[src/rtl/led_pkg.sv]
// Shared types and default timing constants for the key/LED mode blocks.
// Long-press support in key_mode_ctrl is built only when KEY_LONG_PRESS_EN is defined.
package led_pkg;
  localparam int unsigned MODE_W           = 3;
  // Defaults assume a 2400-cycle, 1 s period shared with the LED drivers
  localparam int unsigned PERIOD_CYC       = 2400;
  localparam int unsigned DEF_DEBOUNCE_CYC = PERIOD_CYC / 10;
  localparam int unsigned DEF_LONG_CYC     = PERIOD_CYC;
  localparam int unsigned DEF_NUM_MODES    = 4;

  typedef enum logic [1:0] {
    KS_IDLE    = 2'd0,
    KS_PRESSED = 2'd1,
    KS_LONG    = 2'd2
  } key_state_e;

  function automatic logic [MODE_W-1:0] next_mode(input logic [MODE_W-1:0] m,
                                                  input int unsigned       n);
    return (m == MODE_W'(n - 1)) ? '0 : m + 1'b1;
  endfunction
endpackage

[src/rtl/key_mode_ctrl_if.sv]
// Key pin in, debounced level / press strobes / mode index out.
interface key_mode_ctrl_if;
  import led_pkg::*;
  logic              key_n;
  logic              key_level;
  logic              press_pulse;
  logic              long_pulse;
  logic [MODE_W-1:0] mode;
  logic              mode_chg;

  modport slave  (input  key_n,
                  output key_level, press_pulse, long_pulse, mode, mode_chg);
  modport master (output key_n,
                  input  key_level, press_pulse, long_pulse, mode, mode_chg);
endinterface

[src/rtl/key_debounce.sv]
// Two-flop synchroniser plus debounce counter for an active-low board key.
module key_debounce #(
  parameter int unsigned DEBOUNCE_CYC = 240
) (
  input  logic clk,
  input  logic rst_n,
  input  logic key_n_i,
  output logic key_level_o
);
  localparam int unsigned CW = $clog2(DEBOUNCE_CYC);

  logic [1:0]    sync_q;
  logic          key_s;
  logic [CW-1:0] cnt_q, cnt_d;
  logic          level_q, level_d;

  assign key_s = ~sync_q[1];

  // Any cycle agreeing with the current level restarts the count
  always_comb begin
    cnt_d   = '0;
    level_d = level_q;
    if (key_s != level_q) begin
      if (cnt_q == CW'(DEBOUNCE_CYC - 1)) level_d = key_s;
      else                                 cnt_d   = cnt_q + 1'b1;
    end
  end

  always_ff @(posedge clk or negedge rst_n) begin
    if (!rst_n) begin
      sync_q  <= 2'b11;
      cnt_q   <= '0;
      level_q <= 1'b0;
    end else begin
      sync_q  <= {sync_q[0], key_n_i};
      cnt_q   <= cnt_d;
      level_q <= level_d;
    end
  end

  assign key_level_o = level_q;
endmodule

[src/rtl/key_mode_ctrl.sv]
// Key press classifier and LED mode index register.
// Define KEY_LONG_PRESS_EN to build long-press detection (LONG state, hold counter).
module key_mode_ctrl
  import led_pkg::*;
#(
  parameter int unsigned DEBOUNCE_CYC = DEF_DEBOUNCE_CYC,
  parameter int unsigned LONG_CYC     = DEF_LONG_CYC,
  parameter int unsigned NUM_MODES    = DEF_NUM_MODES
) (
  input  logic            clk,
  input  logic            rst_n,
  key_mode_ctrl_if.slave  bus
);
  if (DEBOUNCE_CYC < 2 || LONG_CYC <= DEBOUNCE_CYC || NUM_MODES < 1 || NUM_MODES > 8) begin : g_cfg_err
    $error("key_mode_ctrl: illegal parameter set");
  end

  key_state_e        state_q, state_d;
  logic              lvl_prev_q;
  logic [MODE_W-1:0] mode_q, mode_d;
  logic              press_q, press_d;
  logic              chg_q, chg_d;
  logic              rise, fall;

  key_debounce #(.DEBOUNCE_CYC(DEBOUNCE_CYC)) u_deb (
    .clk         (clk),
    .rst_n       (rst_n),
    .key_n_i     (bus.key_n),
    .key_level_o (bus.key_level)
  );

  assign rise = bus.key_level & ~lvl_prev_q;
  assign fall = ~bus.key_level & lvl_prev_q;

`ifdef KEY_LONG_PRESS_EN
  localparam int unsigned HW = $clog2(LONG_CYC) + 1;
  logic [HW-1:0] hold_q, hold_d;
  logic          long_q, long_d;
`endif

  always_comb begin
    state_d = state_q;
    mode_d  = mode_q;
    press_d = 1'b0;
    chg_d   = 1'b0;
`ifdef KEY_LONG_PRESS_EN
    hold_d  = hold_q;
    long_d  = 1'b0;
`endif
    case (state_q)
      KS_IDLE: if (rise) begin
        press_d = 1'b1;
        state_d = KS_PRESSED;
`ifdef KEY_LONG_PRESS_EN
        hold_d  = '0;
`endif
      end
      KS_PRESSED: begin
`ifdef KEY_LONG_PRESS_EN
        hold_d = hold_q + 1'b1;
`endif
        // Release takes priority over reaching the long threshold
        if (fall) begin
          mode_d  = next_mode(mode_q, NUM_MODES);
          chg_d   = 1'b1;
          state_d = KS_IDLE;
        end
`ifdef KEY_LONG_PRESS_EN
        else if (hold_q == HW'(LONG_CYC)) begin
          long_d  = 1'b1;
          mode_d  = '0;
          chg_d   = 1'b1;
          state_d = KS_LONG;
        end
`endif
      end
`ifdef KEY_LONG_PRESS_EN
      KS_LONG: begin
        hold_d = hold_q;
        if (fall) state_d = KS_IDLE;
      end
`endif
      default: state_d = KS_IDLE;
    endcase
  end

  always_ff @(posedge clk or negedge rst_n) begin
    if (!rst_n) begin
      state_q    <= KS_IDLE;
      lvl_prev_q <= 1'b0;
      mode_q     <= '0;
      press_q    <= 1'b0;
      chg_q      <= 1'b0;
    end else begin
      state_q    <= state_d;
      lvl_prev_q <= bus.key_level;
      mode_q     <= mode_d;
      press_q    <= press_d;
      chg_q      <= chg_d;
    end
  end

`ifdef KEY_LONG_PRESS_EN
  always_ff @(posedge clk or negedge rst_n) begin
    if (!rst_n) begin
      hold_q <= '0;
      long_q <= 1'b0;
    end else begin
      hold_q <= hold_d;
      long_q <= long_d;
    end
  end
  assign bus.long_pulse = long_q;
`else
  assign bus.long_pulse = 1'b0;
`endif

  assign bus.press_pulse = press_q;
  assign bus.mode_chg    = chg_q;
  assign bus.mode        = mode_q;
endmodule

[src/flat_wrapper.sv]
// flat-port wrapper written by rule: the top's interface ports become plain ports
module key_mode_ctrl_flat import led_pkg::*;
#(
  parameter int unsigned DEBOUNCE_CYC = DEF_DEBOUNCE_CYC,
  parameter int unsigned LONG_CYC     = DEF_LONG_CYC,
  parameter int unsigned NUM_MODES    = DEF_NUM_MODES
)
  (clk, rst_n, bus_key_n, bus_key_level, bus_press_pulse, bus_long_pulse, bus_mode, bus_mode_chg);
  key_mode_ctrl_if bus_i ();
  input  logic clk;
  input  logic rst_n;
  input wire logic [$bits(bus_i.key_n)-1:0] bus_key_n;
  output wire logic [$bits(bus_i.key_level)-1:0] bus_key_level;
  output wire logic [$bits(bus_i.press_pulse)-1:0] bus_press_pulse;
  output wire logic [$bits(bus_i.long_pulse)-1:0] bus_long_pulse;
  output wire logic [$bits(bus_i.mode)-1:0] bus_mode;
  output wire logic [$bits(bus_i.mode_chg)-1:0] bus_mode_chg;
  assign bus_i.key_n = bus_key_n;
  assign bus_key_level = bus_i.key_level;
  assign bus_press_pulse = bus_i.press_pulse;
  assign bus_long_pulse = bus_i.long_pulse;
  assign bus_mode = bus_i.mode;
  assign bus_mode_chg = bus_i.mode_chg;
  key_mode_ctrl #(.DEBOUNCE_CYC(DEBOUNCE_CYC), .LONG_CYC(LONG_CYC), .NUM_MODES(NUM_MODES)) u_core (.clk(clk), .rst_n(rst_n), .bus(bus_i));
endmodule
[config.mk]
export PLATFORM = sky130hd
export DESIGN_NAME = key_mode_ctrl_flat
export DESIGN_NICKNAME = d
export VERILOG_FILES = /design/src/rtl/led_pkg.sv /design/src/rtl/key_mode_ctrl_if.sv /design/src/rtl/key_debounce.sv /design/src/rtl/key_mode_ctrl.sv /design/src/flat_wrapper.sv
export SDC_FILE = /design/constraint.sdc
export NUM_CORES = 1
export LEC_CHECK = 0
export CORE_UTILIZATION = 30
export CTS_CLUSTER_DIAMETER = 120
export DETAILED_ROUTE_END_ITERATION = 6
export GPL_ROUTABILITY_DRIVEN = 0
export PLACE_DENSITY = 0.59
export SYNTH_ARGS = -nofsm -noshare
export SYNTH_HDL_FRONTEND = slang
export SYNTH_SLANG_ARGS = --single-unit
[constraint.sdc]
create_clock -name clk -period 3.4 [get_ports clk]
set_input_delay 0.85 -clock clk [delete_from_list [all_inputs] [get_ports clk]]
set_output_delay 0.85 -clock clk [all_outputs]
set_load 0.01 [all_outputs]
==> impl_metrics.py <==
metrics = {
    "finish": {
        "fill_cells": 232,
        "instances_no_fill": 106,
        "multi_input_area_um2": 282,
        "layout_commonest_cell": "dfrtp_1",
        "final_cell_mix": "dfrtp_1, clkdlybuf4s50_1, o21ai_0, nand2_1",
        "drive_gt1_share_pct": 8.97,
        "antennaDiodeCount": 0,
        "regArea_um2": 453,
        "finalNetCount": 84,
        "area_growth_pct": 19.0,
    },
    "critical_path": {
        "reg2reg_to": "u_core.u_deb.cnt_q[4]",
        "arrival_ns": 1.35,
        "worst-path-buf-inv": 1,
        "crit_slowest_cell": "clkdlybuf4s50_1",
        "required_ns": 2.55,
        "cp-endpoint": "bus_key_level",
        "worst_setup_path_end_kind": "primary output",
        "cp_top_family": "buffers and inverters",
        "cp-start-kind": "flop",
        "r2r_start": "u_core.u_deb.cnt_q[0]",
        "path_cells": "clkdlybuf4s50_1",
        "critPathMaxStageDelay_ns": 0.58,
        "worstPathMaxFanout": 8,
        "path_class": "reg -> out",
        "worst-r2r-cell-count": 4,
        "r2r_slack_ns": 2.00,
        "crit_start": "u_core.u_deb.key_level_o",
        "path_depth": 1,
    },
    "global_routing": {
        "grt_pass1_wl_um": 2240,
        "grt_usage_pct": 11.3,
        "grt_pass1_vias": 536,
        "grt_max_degree": 19,
        "overflow": 0,
        "antenna_found_initial": 0,
    },
    "die": {
        "initial_core_util_pct": 33.0,
        "fp.dieH_um": 52.2,
        "dieWidth_um": 52.2,
        "num_rows": 17,
        "dieArea_um2": 2730,
        "core_um2": 2300,
        "ioPinCount": 10,
    },
    "synth": {
        "synth.avg_cell_area_um2": 11.3,
        "ys_async_sr_fraction_pct": 100,
        "yosysWarningCount": 0,
        "synth_edf_count": 0,
        "netlist_area_um2": 757,
        "ys.flop_type": "dfrtp_1",
        "yosys_register_bits": 18,
        "ys_seq_area_share_pct": 59.8,
        "syn_nets": 72,
        "yosysUniqueCellTypes": 29,
        "synthCells": 67,
    },
    "route": {
        "vias_per_cell": 4.95,
        "vias": 525,
        "wl_per_cell_um": 11.8,
        "final_antenna_net_count": 0,
        "first_pass_iters": 4,
        "drcViolationCount": 0,
        "routed_wl_um": 1250,
        "drt_iter0_drc": 7,
    },
    "placed_design": {
        "dpl.hpwl_um": 902,
        "portBuffers": 8,
        "dp_cells": 102,
    },
    "clocking": {
        "cts_tree": "built",
        "cts_made_buffers": 3,
        "cts_num_sinks": 18,
        "ctsHoldBuffers": 0,
        "cts-resized-gates": 0,
        "postCtsSetupRepairBufs": 0,
        "clockBufferDepth": 2,
        "htreeDepth": 1,
        "root_buffer": "clkbuf_4",
        "insertion_delay_ns": 0.30,
        "cts.clk_slew.worst_paths_ns": 0.11,
    },
    "power_and_ir_drop": {
        "ir_worst_vdd_v": 0.000138,
        "power-per-cell-area_nw_per_um2": 412,
        "p_leak_nw": 0.387,
    },
    "min_path": {
        "min_path_cells": 0,
        "hold_class": "reg -> reg",
    },
    "timing": {
        "whs_ns": 0.371,
        "tns_ns": 0,
        "setup_violations": 0,
        "tightest_slew_ns": 0.759,
        "timing.final.crit_share_pct": 64.8,
        "rsz0062_at_grt": "false",
        "finClkSkew_ns": 0.00543,
        "hold_viol_final": 0,
        "slew_violations": 0,
        "fmax_mhz": 454,
        "slew_headroom_pct": 49.3,
        "fin_crit_ns": 2.20,
    },
    "flow_run": {
        "maxCapViolations": 0,
    },
    "run_status": {
        "status": "complete, no violations",
    },
}
==> synthesized netlist by cell type, types with 2 or more instances <==
master	instances	area share (%)
a21oi_1	4	2.6
dfrtp_1	16	53
dfstp_2	2	6.9
ha_1	2	3.3
inv_1	4	2.0
nand2_1	5	2.5
nor2_1	2	0.99
o21ai_0	7	4.6
o31ai_1	2	2.0
or3_1	3	2.5
xnor2_1	2	2.3
==> how the worst min path moves through the flow <==
stage                                      start                endpoint  slack [ns]
after floorplan           u_core.u_deb.sync_q[0]  u_core.u_deb.sync_q[1]        0.35
after detailed placement  u_core.u_deb.sync_q[0]  u_core.u_deb.sync_q[1]        0.35
final                     u_core.u_deb.sync_q[0]  u_core.u_deb.sync_q[1]        0.37
after global routing      u_core.u_deb.sync_q[0]  u_core.u_deb.sync_q[1]        0.38
after global placement    u_core.u_deb.sync_q[0]  u_core.u_deb.sync_q[1]        0.35
after CTS                 u_core.u_deb.sync_q[0]  u_core.u_deb.sync_q[1]        0.37
==> cell families after synthesis <==
logic type,synth area share [%]
other,0.495
and+or+nand+nor,15.4
DFF,59.8
buffers and inverters,2.97
adders and majority gates,4.63
AOI/OAI and AO/OA,13.2
xor gates and xnor gates,3.47
==> state kept, by name (all words and copies together) (netlist names) <==
name	flops
u_core.bus.press_pulse	1
u_core.state_q	1
u_core.u_deb.cnt_q	8
u_core.u_deb.sync_q	2
u_core.bus.mode	3
u_core.bus.mode_chg	1
u_core.u_deb.key_level_o	1
u_core.lvl_prev_q	1
==> final cells by class <==
| type | count | share of cell area, % |
|---|---|---|
| flip-flops and latches | 18 | 50.3 |
| well taps | 28 | 3.89 |
| clock buffers | 4 | 4.03 |
| inverters | 4 | 1.67 |
| multi-input cells | 44 | 31.2 |
| repair buffers | 8 | 8.89 |
==> per-layer routing <==
layer / track usage (%) / share of wire [%] / vias up
li1: - / - / 256
met1: 13.3 / 48 / 247
met2: 18.8 / 45 / 17
met3: 1.74 / 3.9 / 5
met4: 7.89 / 3.2 / 0
met5: 0 / 0 / -
==> through the flow <==
stage	total power, W	area (um2)	worst slack (ns)	util (%)
after floorplan	0.000235	757	2.09	-
after global placement	0.000242	865	1.52	37.6
after detailed placement	0.000242	865	1.52	37.6
after CTS	0.000374	901	1.19	39.2
after global routing	0.000383	901	1.13	39.2
final	0.000371	901	1.20	39.2
==> report_power, final <==
part           leakage, nW  switching (W)  internal [W]
combinational        0.124     0.00000852    0.00000567
sequential           0.242     0.00000417      0.000219
clock               0.0210      0.0000680     0.0000653
(Power assumes the default switching activity.)
